**src/rtl/midi_stream_parser.sv**
```systemverilog
// midi_stream_parser
//   Converts a raw received MIDI byte stream into the parsed byte interface
//   used by the synth controller input mux. It tracks running status, the
//   expected message length for each status type, and SysEx framing. Realtime
//   bytes (F8-FF) go out on a separate strobe and leave the parse state alone.
//
// Ports
//   reg_clk      : system register clock
//   reset_reg    : synchronous active-high reset
//   rx_valid     : one-cycle strobe, rx_byte is valid
//   rx_byte      : received MIDI byte
//   byteready    : one-cycle strobe, parsed byte is valid
//   cur_status   : status in force for the presented byte (00 = none)
//   midibyte_nr  : 0 = status byte, 1..N = data byte index
//   midi_in_data : byte being presented
//   msg_done     : one-cycle strobe, message or SysEx frame complete
//   rt_valid     : one-cycle strobe, realtime byte received
//   rt_byte      : realtime byte value
//   drop_cnt     : orphan data bytes discarded (saturating)
//   All outputs are registered one cycle after rx_valid.
module midi_stream_parser #(
  parameter int unsigned CNT_W  = 8,
  parameter int unsigned DROP_W = 8
) (
  input  logic              reg_clk,
  input  logic              reset_reg,
  input  logic              rx_valid,
  input  logic [7:0]        rx_byte,
  output logic              byteready,
  output logic [7:0]        cur_status,
  output logic [CNT_W-1:0]  midibyte_nr,
  output logic [7:0]        midi_in_data,
  output logic              msg_done,
  output logic              rt_valid,
  output logic [7:0]        rt_byte,
  output logic [DROP_W-1:0] drop_cnt
);

  localparam logic [1:0] StIdle  = 2'd0;
  localparam logic [1:0] StChan  = 2'd1;
  localparam logic [1:0] StSysex = 2'd2;

  // Number of data bytes that follow a status byte. F4/F5 are undefined and
  // treated as having no data.
  function automatic logic [1:0] msg_len(input logic [7:0] st);
    logic [1:0] len;
    len = 2'd0;
    unique case (st[7:4])
      4'h8, 4'h9, 4'hA, 4'hB, 4'hE: len = 2'd2;
      4'hC, 4'hD:                   len = 2'd1;
      4'hF: begin
        if (st == 8'hF2) begin
          len = 2'd2;
        end else if (st == 8'hF1 || st == 8'hF3) begin
          len = 2'd1;
        end
      end
      default: len = 2'd0;
    endcase
    return len;
  endfunction

  logic [1:0]        state_q, state_d;
  logic [CNT_W-1:0]  idx_q, idx_d;
  logic [CNT_W-1:0]  nr_q, nr_d;
  logic [7:0]        status_q, status_d;
  logic [7:0]        data_q, data_d;
  logic              br_q, br_d;
  logic              done_q, done_d;
  logic              rt_q, rt_d;
  logic [7:0]        rt_byte_q, rt_byte_d;
  logic [DROP_W-1:0] drop_q, drop_d;
  logic [CNT_W-1:0]  idx_inc;
  logic [1:0]        rx_len;

  assign idx_inc = idx_q + 1'b1;
  assign rx_len  = msg_len(rx_byte);

  always_comb begin
    state_d   = state_q;
    idx_d     = idx_q;
    nr_d      = nr_q;
    // Once the parser has fallen back to idle, the presented status clears on
    // the following cycle so the last byte of a message still shows its status.
    status_d  = (state_q == StIdle) ? 8'h00 : status_q;
    data_d    = data_q;
    br_d      = 1'b0;
    done_d    = 1'b0;
    rt_d      = 1'b0;
    rt_byte_d = rt_byte_q;
    drop_d    = drop_q;

    if (rx_valid) begin
      if (rx_byte >= 8'hF8) begin
        rt_d      = 1'b1;
        rt_byte_d = rx_byte;
      end else if (rx_byte[7]) begin
        if (rx_byte == 8'hF7) begin
          if (state_q == StSysex) begin
            br_d     = 1'b1;
            data_d   = rx_byte;
            nr_d     = idx_q;
            done_d   = 1'b1;
            status_d = status_q;
          end else begin
            status_d = 8'h00;
          end
          state_d = StIdle;
          idx_d   = '0;
        end else begin
          br_d     = 1'b1;
          data_d   = rx_byte;
          nr_d     = '0;
          idx_d    = '0;
          status_d = rx_byte;
          // A new status inside SysEx implicitly terminates the frame.
          done_d   = (state_q == StSysex);
          if (rx_byte == 8'hF0) begin
            state_d = StSysex;
          end else if (rx_len == 2'd0) begin
            done_d  = 1'b1;
            state_d = StIdle;
          end else begin
            state_d = StChan;
          end
        end
      end else begin
        unique case (state_q)
          StChan: begin
            br_d     = 1'b1;
            data_d   = rx_byte;
            nr_d     = idx_inc;
            status_d = status_q;
            if (idx_inc == CNT_W'(msg_len(status_q))) begin
              done_d = 1'b1;
              idx_d  = '0;
              // System common messages do not establish running status.
              if (status_q[7:4] == 4'hF) begin
                state_d = StIdle;
              end
            end else begin
              idx_d = idx_inc;
            end
          end
          StSysex: begin
            br_d     = 1'b1;
            data_d   = rx_byte;
            status_d = status_q;
            if (idx_q != '1) begin
              idx_d = idx_inc;
              nr_d  = idx_inc;
            end else begin
              nr_d = idx_q;
            end
          end
          default: begin
            if (drop_q != '1) begin
              drop_d = drop_q + 1'b1;
            end
          end
        endcase
      end
    end
  end

  always_ff @(posedge reg_clk) begin
    if (reset_reg) begin
      state_q   <= StIdle;
      idx_q     <= '0;
      nr_q      <= '0;
      status_q  <= 8'h00;
      data_q    <= 8'h00;
      br_q      <= 1'b0;
      done_q    <= 1'b0;
      rt_q      <= 1'b0;
      rt_byte_q <= 8'h00;
      drop_q    <= '0;
    end else begin
      state_q   <= state_d;
      idx_q     <= idx_d;
      nr_q      <= nr_d;
      status_q  <= status_d;
      data_q    <= data_d;
      br_q      <= br_d;
      done_q    <= done_d;
      rt_q      <= rt_d;
      rt_byte_q <= rt_byte_d;
      drop_q    <= drop_d;
    end
  end

  assign byteready    = br_q;
  assign cur_status   = status_q;
  assign midibyte_nr  = nr_q;
  assign midi_in_data = data_q;
  assign msg_done     = done_q;
  assign rt_valid     = rt_q;
  assign rt_byte      = rt_byte_q;
  assign drop_cnt     = drop_q;

endmodule

```
**config.mk**
```make
export PLATFORM = sky130hd
export DESIGN_NAME = midi_stream_parser
export DESIGN_NICKNAME = d
export VERILOG_FILES = /design/src/rtl/midi_stream_parser.sv
export SDC_FILE = /design/constraint.sdc
export NUM_CORES = 1
export LEC_CHECK = 0
export ABC_AREA = 0
export BUFFER_PORTS_ARGS = -buffer_cell sky130_fd_sc_hd__buf_2
export CAP_MARGIN = 20
export CORE_AREA = 10 10 90 76
export CTS_CLUSTER_SIZE = 28
export DETAILED_ROUTE_END_ITERATION = 8
export DIE_AREA = 0 0 100 86
export HOLD_SLACK_MARGIN = 0.02
export PLACE_DENSITY = 0.78
export SLEW_MARGIN = 40
export SYNTH_ARGS = -nofsm -noshare
export SYNTH_HDL_FRONTEND = slang
export SYNTH_SLANG_ARGS = --single-unit
```
**constraint.sdc**
```tcl
create_clock -name reg_clk -period 5.9 [get_ports reg_clk]
set_input_delay 0.59 -clock reg_clk [delete_from_list [all_inputs] [get_ports reg_clk]]
set_output_delay 0.59 -clock reg_clk [all_outputs]
set_load 0.005 [all_outputs]
```
==> impl.org, run 1 <==
** STA
- After layout, the worst path uses 43.5% of the clock period.
- Setup violations remaining at the end of the flow were counted as 0.
- The worst pin sits at a relative slew slack of 47.9%.
- Worst-case hold slack :: 0.447 ns
- Setup repair after global routing missed its margin :: no
- Transition time of the tightest slew-check pin :: 0.782 ns
- The routed design could run at a clock period as short as 2.57 ns.
- Setup total negative slack on the finished layout was measured at 0 ns.
- The clock arrives with 0.00917 ns of skew.
- The count of pins over their slew limit is 0.
- Max Clock Freq :: 0.390 GHz
- The final count of hold timing violations came to 0.

** Cells and area
- Count of antenna diodes in the layout :: 0
- Area used by sequential logic in the layout :: 0.00106 mm^2
- At the end of the flow, the number of nets in the layout was 365.
- Area delta synth->final :: 12.3%
- FILL cells :: 454
- Total area of multi-input combinational cells :: 0.00145 mm^2
- Layout cell share with drive strength beyond 1 :: 21.1%
- After routing the design area is 0.00302 mm^2.

** Placed design
- DPL Wire Length :: 4.85 mm
- Port buffer count :: 53
- The placed instances occupy a cell area of 0.00291 mm^2.
- Gp weighted congestion :: 0.857

** Floorplanning
- For this design the top-level I/O count stands at 54.
- The floorplan has 23 rows.
- Effective utilization at floorplan :: 54.1%
- Die Area :: 0.00860 mm^2
- Die span in x :: 100 um
- DIE HEIGHT :: 86 um
- Total core area :: 0.00498 mm^2

** Pwr
- IR analysis of the VDD net gives a maximum drop of 0.151 mV.
- P per Cell Area :: 231 mW/mm^2
- Static Leakage :: 1.25 nW

** Synth
- Dominant combinational cell family by area after synthesis :: simple AND/OR/NAND/NOR gates
- Synthesized-area fraction occupied by and/or/nand/nor cells :: 23.7%
- Count of distinct cell types in the synthesized netlist :: 58
- Multiplexer share of the synthesized area :: 6.00%
- Proportion of synthesized chip area in sequential cells :: 39.4%
- Summing the areas of all compound-gate instances in the mapped netlist gives 19.7% of the synthesized area.
- Among all flip-flop cells after synthesis, the most frequent one is dfxtp_1.
- Flops & latches, synth :: 53
- Synthesized area per cell :: 8.63 um^2
- Of the total synthesized cell area, the portion taken by full adders, half adders and majority gates is 2.32%.
- Post-Syn Area :: 0.00269 mm^2
- Ys async rst share :: 0%
- After Yosys synthesis, XOR and XNOR cells account for 2.28% of the synthesized area.
- Synthesis produced a netlist whose cell count is 312.
- Post-synth EDFFs :: 0
- Number of warning messages in the yosys log :: 0
- Number of nets in the synthesized netlist :: 328

** Hold path
- The startpoint identified for the worst hold timing path is rt_byte[6].
- The path class of the tightest hold or removal check is reg -> reg.

** Routing
- The detail route stage leaves a number of antenna-violating nets equal to 0.
- Ratio of routed vias to standard cells :: 5.83
- After detailed routing, the number of remaining DRC violations is 0.
- The first TritonRoute pass finished after 5 iterations.
- Starting DRT DRC Count :: 278
- Wires add up to 6.70 mm.
- Summing over every cut layer, the via total after detailed routing is 2400.
- Average detailed-routed wire length per instance :: 16.3 um

** Setup path
- Kind of end point of the critical path :: flop
- For the worst setup path, the data required time is 6.09 ns.
- Among the stages of the critical path, the cell type that occurs most often is and3_1.
- The startpoint identified for the worst register-to-register timing path is idx_q[0].
- Data arrival time at the worst-slack endpoint :: 2.75 ns
- Launch point of the worst path :: idx_q[0]
- The signal on the critical path passes through ha_1 -> and3_1 -> and3_1 -> nand4_4 -> and2_1 -> a22oi_1 -> a21oi_1.
- Together, buffers and inverters on the worst path number 0.
- On the worst path, the slowest cell contributes a delay of 0.53 ns.
- Launching element type of the critical path :: flop
- Along the worst path, the maximum fanout reaches 17.
- Crit path kind :: reg -> reg
- The largest individual stage delay along the critical path comes from the cell dfxtp_1.
- The kind of cell with the highest combined delay along the critical path is simple AND/OR/NAND/NOR gates.

** CTS
- TritonCTS created 5 clock buffers.
- Number of sinks handled by clock tree synthesis :: 53
- After clock tree synthesis, the clock-pin slew on the worst setup and hold paths is 0.10 ns.
- Post-CTS repair changed the size of 0 cells.
- TritonCTS built the clock tree.
- The tree is rooted in a clkbuf_8.
- The number of setup buffers added after CTS is 0.
- In this run the deepest clock path goes through 2 buffers.
- Later-pin clock latency in the skew report :: 0.31 ns
- H-tree level count :: 2
- Post-CTS Hold Fix Bufs :: 0

** Global route
- The first global-routing pass estimated 10.9 mm of wire.
- Global routing used 15.2% of the available tracks across all layers.
- Number of global-route vias before repair :: 2207
- Entering global routing, the biggest net connects 44 pins.
- The total overflow left after global routing is 0.
- The initial antenna violation count is 0.

** Job
- Across the run, the number of max-cap violations was 0.

** Outcome
- The flow ran to the end, and the final reports show no timing, DRC or antenna violations.
worst register-to-register path: stages (launching register included):
cell and delay (ns):
dfxtp_1 0.53, ha_1 0.36, and3_1 0.27, and3_1 0.35, nand4_4 0.27, and2_1 0.30
a22oi_1 0.27, a21oi_1 0.10
report_power, final:
group / internal (mW) / switching [mW]
Clock: 0.127 / 0.122
Combinational: 0.0291 / 0.0427
Sequential: 0.369 / 0.00890
final timing paths:
kind | depth (start not counted) | end | slack [ns]
max | 7 | midibyte_nr[1] | 3.33
min | 2 | rt_byte[6] | 0.45
max reg2reg | 7 | midibyte_nr[1] | 3.33
min reg2reg | 2 | rt_byte[6] | 0.45
Yosys cell counts (4+ instances only):
master,number,share of area (%)
dfxtp_1,53,39
a21oi_1,34,6.3
nor2_1,32,4.5
o21ai_0,18,3.3
nand2_1,16,2.2
mux2i_1,15,5.6
inv_1,12,1.7
nand3_1,11,2.0
clkbuf_1,9,1.3
nor3_1,9,1.7
buf_2,7,1.3
a22o_1,6,2.0
and3_1,6,1.4
a211oi_1,5,1.4
ha_1,5,2.3
nand4_1,4,0.93
nor4_1,4,0.93
xnor2_1,4,1.3
cell type report:
type	count	share of cell area, %
multi-input cells	222	48.1
repair buffers	53	8.77
inverters	14	1.74
flip-flops and latches	53	35.1
clock inverters	3	1.45
well taps	62	2.57
clock buffers	5	2.28
layer usage:
metal / routed length, um / track usage [%] / vias up / part of all wire, %
met2: 2920 / 22.4 / 109 / 44
li1: - / - / 1193 / -
met4: 74 / 4.87 / 0 / 1.1
met3: 690 / 4.89 / 6 / 10
met5: 0 / 0 / - / 0
met1: 3010 / 20.3 / 1092 / 45
metrics by stage:
step / utilization, % / instances / worst slack [ns] / power, mW
after CTS: 60.7 / 412 / 3.41 / 0.705
after floorplan: - / 312 / 3.90 / 0.432
after detailed placement: 58.5 / 404 / 3.23 / 0.458
after global routing: 60.7 / 412 / 3.19 / 0.727
final: 60.7 / 412 / 3.33 / 0.699
after global placement: 58.5 / 404 / 3.34 / 0.456
layout by cell type, fill, tap and decap left out, types with 2 or more instances in the layout:
cell type,Yosys,routed
nor4_1,4,4
nand3b_1,2,2
a22o_1,6,6
nor3_1,9,9
nand4b_1,2,2
a31oi_1,2,2
nand2_1,16,16
nand4bb_1,2,2
ha_1,5,5
a22oi_1,3,3
and2_1,2,2
xor2_1,3,3
and3_1,6,6
mux2i_1,15,15
buf_2,7,53
a21oi_1,34,34
o21ai_0,18,18
clkbuf_8,0,5
nand3_1,11,11
a211oi_1,5,5
nand2b_1,3,3
o211ai_1,3,3
nand4_1,4,4
nor2_1,32,32
or2_1,2,2
nand4_4,2,2
xnor2_1,4,4
inv_1,12,12
a32o_1,2,2
nor2_2,2,2
dfxtp_1,53,53
clkinv_1,2,2
kinds of logic after synthesis:
family | count (synthesis)
multiplexers | 16
AND/OR/NAND/NOR | 111
XOR/XNOR | 7
adder cells (fa/ha/maj) | 5
AO/OA/AOI/OAI | 83
buffers and inverters | 37
flip-flops | 53
state kept, by name (all words and copies together), names as in the netlist:
signal and cells:
drop_cnt 8, state_q 2, rt_valid 1, midibyte_nr 8
msg_done 1, cur_status 8, byteready 1, midi_in_data 8
idx_q 8, rt_byte 8
No activity file was read; power rests on OpenSTA's default activity.
==> inputs of run 2 (changes only) <==
Settings changed: CORE_AREA 10 10 90 76 to 10 10 94 80, DIE_AREA 0 0 100 86 to 0 0 104 90, PLACE_DENSITY 0.78 to 0.74.
Clock period 5.9 ns to 2.13 ns, I/O delays scaled along.
==> impl.org, run 2 (same netlist as run 1, synthesis figures left out) <==
** Outcome
- Outcome: completed (unchanged).

** Routing
- The number of vias in the routed layout is 2536 (was 2400).
- Average detailed-routed wire length per instance :: 15.6 um (was 16.3 um)
- Antenna Nets Post-Route :: 0 (unchanged)
- The number of vias per cell was 5.64 (was 5.83).
- Total detailed-routing wirelength :: 7.01 mm (was 6.70 mm)
- Starting DRT DRC Count :: 193 (was 278)
- DRC :: 0 (unchanged)
- Number of search-and-repair iterations in the first detailed-routing pass :: 4 (was 5)

** STA
- Max Clock Freq :: 0.511 GHz (was 0.390 GHz)
- Clock Skew :: 0.00394 ns (was 0.00917 ns)
- Tcrit/Tclk final :: 91.9% (was 43.5%)
- The final worst-path setup slack was 0.173 ns (was 3.33 ns).
- Pins Over Slew Limit :: 0 (unchanged)
- Count of final setup violators :: 0 (unchanged)
- The minimum period implied by the final worst setup slack is 1.96 ns (was 2.57 ns).
- Transition time of the tightest slew-check pin :: 0.535 ns (was 0.782 ns)
- Setup repair after global routing missed its margin :: no (unchanged)
- The smallest hold slack came to 0.171 ns (was 0.447 ns).
- Max_slew headroom :: 64.2% (was 47.9%)
- Hold Violations, Final :: 0 (unchanged)

** Floorplanning
- The die extent in x is 104 um (was 100 um).
- DIE HEIGHT :: 90 um (was 86 um)
- The die footprint is 0.00936 mm^2 (was 0.00860 mm^2).
- Number of primary I/O pins :: 54 (unchanged)
- Effective utilization at floorplan :: 47.3% (was 54.1%)
- Total core area :: 0.00569 mm^2 (was 0.00498 mm^2)
- Site Rows :: 25 (was 23)

** Pwr
- The switching power of the nets was 0.462 mW (was 0.173 mW).
- The share of total power in combinational logic was 13.2% (was 10.3%).
- P per Cell Area :: 558 mW/mm^2 (was 231 mW/mm^2)
- The static leakage power came to 1.34 nW (was 1.25 nW).
- The peak ir drop on the vdd network came to 0.263 mV (was 0.151 mV).
- The internal power consumption was 1.34 mW (was 0.525 mW).
- Post-layout total power :: 1.81 mW (was 0.699 mW)
- Part of the total power dissipated in the clock network :: 29.0% (was 35.6%)
- The sequential share of power is 57.8% (was 54.1%).
- Switching power share of the total :: 25.6% (was 24.8%)

** Global route
- The largest net degree at the start of global routing was 28 (was 44).
- Number of global-route vias before repair :: 2361 (was 2207)
- Remaining global-route overflow :: 0 (unchanged)
- Initial antenna violation count :: 0 (unchanged)
- Wire length of the first global-routing pass :: 11.8 mm (was 10.9 mm)
- Overall fraction of global-route tracks in use :: 14.6% (was 15.2%)

** Cells and area
- Final nets :: 386 (was 365)
- Area delta synth->final :: 20.2% (was 12.3%)
- Leading cell types in the layout, fill and taps excluded :: buf_2 (53), dfxtp_1 (51), a21oi_1 (34) (was dfxtp_1 (53), buf_2 (53), a21oi_1 (34))
- Leaving out fill and tap cells, the most frequent cell in the layout is buf_2.
- FILL cells :: 534 (was 454)
- The final cell utilization of the core was 56.8% (was 60.7%).
- Area used by sequential logic in the layout :: 0.00106 mm^2 (about the same)
- Layout cell share with drive strength beyond 1 :: 27.6% (was 21.1%)
- The antenna diode count is 0 (unchanged).
- Total area of multi-input combinational cells :: 0.00151 mm^2 (was 0.00145 mm^2)

** CTS
- Number of buffers on the longest clock path :: 2 (unchanged)
- Later-pin clock latency in the skew report :: 0.30 ns (was 0.31 ns)
- The CTS tree is built (unchanged).
- The number of buffers inserted for hold repair after clock tree synthesis was 0 (unchanged).
- Number of sinks handled by clock tree synthesis :: 53 (unchanged)
- H-tree level count :: 2 (unchanged)
- Clock transition at path regs :: 0.09 ns (was 0.10 ns)
- The total CTS buffers was 5 (unchanged).
- Root Buffer Master :: clkbuf_8 (unchanged)

** Setup path
- The sort of element at the start of the critical path is a flop (unchanged).
- Endpoint required time on the critical path :: 2.36 ns (was 6.09 ns)
- Data arrival time at the worst-slack endpoint :: 2.19 ns (was 2.75 ns)
- Worst-case register-to-register setup slack :: 0.17 ns (was 3.33 ns)
- Worst-path maximum fanout :: 9 (was 17)
- Crit path kind :: reg -> reg (unchanged)
- The kind of end point of the critical path is a flop (unchanged).

** Job
- Max-cap violation count :: 0 (unchanged)

** Placed design
- The number of port buffers came to 53 (unchanged).
- The worst slack at placement came to -0.0432 ns (was 3.23 ns).
- The half-perimeter wire length of the detailed placement result came to 5.21 mm (was 4.85 mm).
- Gp weighted congestion :: 0.906 (was 0.857)

** Hold path
- The worst min-delay path class is in -> reg (was reg -> reg).
run 2: worst max-delay path, cell delays in order (launching register included):
cell and delay [ns]:
dfxtp_1 0.38, buf_4 0.19, and3_1 0.25, nand3_1 0.12
a21oi_1 0.25, nor4_2 0.08, buf_4 0.15, a31oi_2 0.24
mux2i_1 0.21
run 2: area by class of cell:
cell class | count | share of cell area [%]
clock buffers | 5 | 2.13
clock inverters | 1 | 0.155
inverters | 14 | 1.62
multi-input cells | 222 | 46.6
flip-flops and latches | 53 | 32.9
well taps | 81 | 3.13
repair buffers | 74 | 13.5
run 2: metrics by stage:
step	TNS (ns)	instance area, um^2	std cells
floorplan	0	2690	312
global placement	0	3100	443
detailed placement	-0.150	3100	443
CTS	0	3190	450
global route	0	3230	450
finish	0	3230	450
run 2: worst paths after layout:
check | startpoint | end | depth (start not counted)
min reg2reg | rt_byte[7] | rt_byte[7] | 2
min | rx_byte[4] | cur_status[4] | 2
max reg2reg | idx_q[0] | state_q[0] | 8
max | idx_q[0] | state_q[0] | 8
run 2: repair_timing:
item / 4_1_cts / 5_1_grt
resized for setup: 2 / 9
setup buffers: 1 / 0
cloned: 0 / 0
pin swaps: 1 / 2
setup endpoints to repair: 5 / 7
run 2: power by group through the flow:
stage	sequential, mW	clock [mW]	combinational, mW
global route	1.05	0.568	0.263
floorplan	1.07	0	0.130
global placement	1.07	0	0.221
finish	1.04	0.524	0.238
detailed placement	1.07	0	0.227
CTS	1.04	0.538	0.231
run 2: per-layer routing:
layer / part of all wire, % / global-route usage, %
met1: 49 / 20.6
met5: 0 / 0
met4: 1.4 / 4.51
met2: 42 / 21.1
met3: 7.8 / 3.71
==> inputs of run 3 (changes only) <==
Settings changed: CORE_AREA 10 10 94 80 to 2 2 86 72, DIE_AREA 0 0 104 90 to 0 0 88 74.
==> impl.org, run 3 (same netlist as run 1, synthesis figures left out) <==
** Job
- The max-capacitance violation count was 0 (unchanged).

** Placed design
- The number of port buffers was 53 (unchanged).
- The half-perimeter wire length of the detailed placement result is 4.85 mm (was 5.21 mm).
- Placed standard-cell area :: 0.00311 mm^2 (was 0.00310 mm^2)
- Gp weighted congestion :: 0.913 (was 0.906)

** Routing
- The average detailed-routed wire length per instance was 14.9 um (was 15.6 um).
- Starting DRT DRC Count :: 222 (was 193)
- Total detailed-routing wirelength :: 6.80 mm (was 7.01 mm)
- The remaining antenna violation count after routing was 0 (unchanged).
- Ratio of routed vias to standard cells :: 5.63 (was 5.64)
- The number of vias in the routed layout is 2563 (was 2536).
- DRC :: 0 (unchanged)
- The detailed-routing iteration count for the pre-antenna-repair pass is 4 (unchanged).

** Global route
- Remaining global-route overflow :: 0 (unchanged)
- Met3 GRT Util :: 3.77% (was 3.71%)
- The global routing met1 resource utilization came to 33.4% (was 20.6%).
- Overall fraction of global-route tracks in use :: 21.7% (was 14.6%)
- The initial antenna violation count was 0 (unchanged).
- Met2 track demand over resource in global routing :: 30.6% (was 21.1%)
- The largest net degree at the start of global routing was 41 (was 28).
- The most heavily used metal layer in global routing was met1 (was met2).
- Number of global-route vias before repair :: 2264 (was 2361)
- Wire length of the first global-routing pass :: 11.1 mm (was 11.8 mm)

** CTS
- Clock transition at path regs :: 0.10 ns (was 0.09 ns)
- The number of buffers on the longest clock path is 2 (unchanged).
- The total CTS buffers is 5 (unchanged).
- Root Buffer Master :: clkbuf_8 (unchanged)
- The maximum level of the CTS H-tree came to 2 (unchanged).
- Number of sinks handled by clock tree synthesis :: 53 (unchanged)
- The CTS tree is built (unchanged).
- Later-pin clock latency in the skew report :: 0.31 ns (was 0.30 ns)
- Post-CTS Hold Fix Bufs :: 0 (unchanged)

** Setup path
- The worst reg-to-reg setup slack came to 0.06 ns (was 0.17 ns).
- Kind of end point of the critical path :: flop (unchanged)
- The highest cell delay on the worst timing path came to 0.35 ns (was 0.38 ns).
- The critical path's slowest cell is dfxtp_2 (was dfxtp_1).
- Cell-by-cell trace of the critical path :: ha_4 -> and3b_2 -> a2111oi_4 -> o211ai_1 -> nor4_2 -> buf_4 -> o21ai_1 -> a32o_1 (was buf_4 -> and3_1 -> nand3_1 -> a21oi_1 -> nor4_2 -> buf_4 -> a31oi_2 -> mux2i_1)
- Launching element type of the critical path :: flop (unchanged)
- The number of cells on the worst reg-to-reg path is 8 (unchanged).
- Startpoint of the lowest-slack register-to-register path :: idx_q[1] (was idx_q[0])
- The maximum net fanout on the critical path came to 7 (was 9).
- Capture point of the worst reg-to-reg path :: idx_q[1] (was state_q[0])
- Sum of buffers and inverters on the critical path :: 1 (was 2)
- Crit path kind :: reg -> reg (unchanged)
- Endpoint required time on the critical path :: 2.34 ns (was 2.36 ns)
- Data arrival time at the worst-slack endpoint :: 2.28 ns (was 2.19 ns)
- The instance count on the critical path was 8 (unchanged).
- The top cell family by delay on the critical path is compound AO/OA/AOI/OAI gates (unchanged).

** STA
- Pins Over Slew Limit :: 0 (unchanged)
- The peak clock frequency supported by timing was 0.484 GHz (was 0.511 GHz).
- The final count of hold timing violations came to 0 (unchanged).
- Setup repair after global routing missed its margin :: yes (was no)
- The final clock skew is 0.00663 ns (was 0.00394 ns).
- Tcrit/Tclk final :: 97.1% (was 91.9%)
- The slew at the pin closest to its max-slew limit came to 0.577 ns (was 0.535 ns).
- The final setup violation count was 0 (unchanged).
- The worst slew margin relative to its limit came to 61.4% (was 64.2%).
- Min Tclk post-route :: 2.07 ns (was 1.96 ns)

** Cells and area
- Count of antenna diodes in the layout :: 0 (unchanged)
- Most common cell after layout, fill and taps aside :: buf_2 (unchanged)
- The final cell utilization of the core came to 58.0% (was 56.8%).
- The post-route cell area was 0.00329 mm^2 (was 0.00323 mm^2).
- Final nets :: 389 (was 386)
- Leading cell types in the layout, fill and taps excluded :: buf_2 (53), dfxtp_1 (49), a21oi_1 (34) (was buf_2 (53), dfxtp_1 (51), a21oi_1 (34))
- Area delta synth->final :: 22.1% (was 20.2%)
- FILL cells :: 523 (was 534)
- Layout cell share with drive strength beyond 1 :: 29.4% (was 27.6%)

** Floorplanning
- The number of top-level pins is 54 (unchanged).
- Die span in x :: 88 um (was 104 um)
- DIE HEIGHT :: 74 um (was 90 um)
- Die Area :: 0.00651 mm^2 (was 0.00936 mm^2)
- The initial core utilization came to 47.5% (was 47.3%).
- The cell row count came to 25 (unchanged).
- Total core area :: 0.00566 mm^2 (was 0.00569 mm^2)

** Hold path
- The terminating pin of the worst hold path is cur_status[4] (unchanged).
- Launch point of the worst hold path :: rx_byte[4] (unchanged)
- The instance count along the most critical hold path is 2 (unchanged).
- The worst min-delay path class is in -> reg (unchanged).

** Outcome
- Outcome: completed (unchanged).

** Pwr
- The static leakage power is 1.36 nW (was 1.34 nW).
- Post-layout total power :: 1.86 mW (was 1.81 mW)
- The peak ir drop on the vdd network is 0.235 mV (was 0.263 mV).
- P per Cell Area :: 565 mW/mm^2 (was 558 mW/mm^2)
[run 3: what timing repair did]
action	in CTS	in global routing
setup endpoints to repair	5	7
setup buffers	1	1
gates cloned	0	0
resized for setup	3	15
pin swaps	1	4
[run 3: report_power, final]
part           switching [mW]  internal [mW]
logic                   0.133          0.108
clock network           0.342          0.228
registers              0.0225           1.02
[run 3: metal layers]
| metal | share of wire (%) | vias to the layer above |
|---|---|---|
| met5 | 0 | - |
| li1 | - | 1248 |
| met3 | 6.7 | 10 |
| met4 | 1.2 | 0 |
| met1 | 49 | 1215 |
| met2 | 43 | 90 |
[run 3: worst max-delay path by stage]
| stage | start | endpoint | slack, ns |
|---|---|---|---|
| 2_1_floorplan | state_q[0] | drop_cnt[5] | 0.13 |
| 3_3_place_gp | idx_q[0] | idx_q[1] | 0.02 |
| 3_5_place_dp | idx_q[0] | idx_q[1] | 0.008 |
| 4_1_cts | idx_q[1] | idx_q[0] | 0.01 |
| 5_1_grt | idx_q[1] | idx_q[1] | -0.09 |
| 6_report | idx_q[1] | idx_q[1] | 0.06 |
[run 3: stage by stage]
stage	std cells	hold slack, ns	setup TNS, ns	worst slack (ns)
after floorplan	312	0.346	0	0.126
final	455	0.154	0	0.0618
after detailed placement	445	0.437	0	0.00832
after CTS	454	0.156	0	0.0147
after global routing	455	0.168	-0.350	-0.0856
after global placement	445	0.429	0	0.0185
[run 3: worst register-to-register path, cell delays in order, from the launching register on]
cell       delay (ns)
dfxtp_2          0.35
ha_4             0.27
and3b_2          0.24
a2111oi_4        0.32
o211ai_1         0.16
nor4_2           0.18
buf_4            0.18
o21ai_1          0.06
a32o_1           0.21
[run 3: cell type report]
class	instances	area (um^2)	share of cell area (%)
multi-input cells	222	1520	46.3
flip-flops and latches	53	1070	32.4
repair buffers	77	458	13.9
well taps	81	101	3.08
clock buffers	5	68.8	2.09
inverters	14	52.6	1.60
clock inverters	3	17.5	0.533
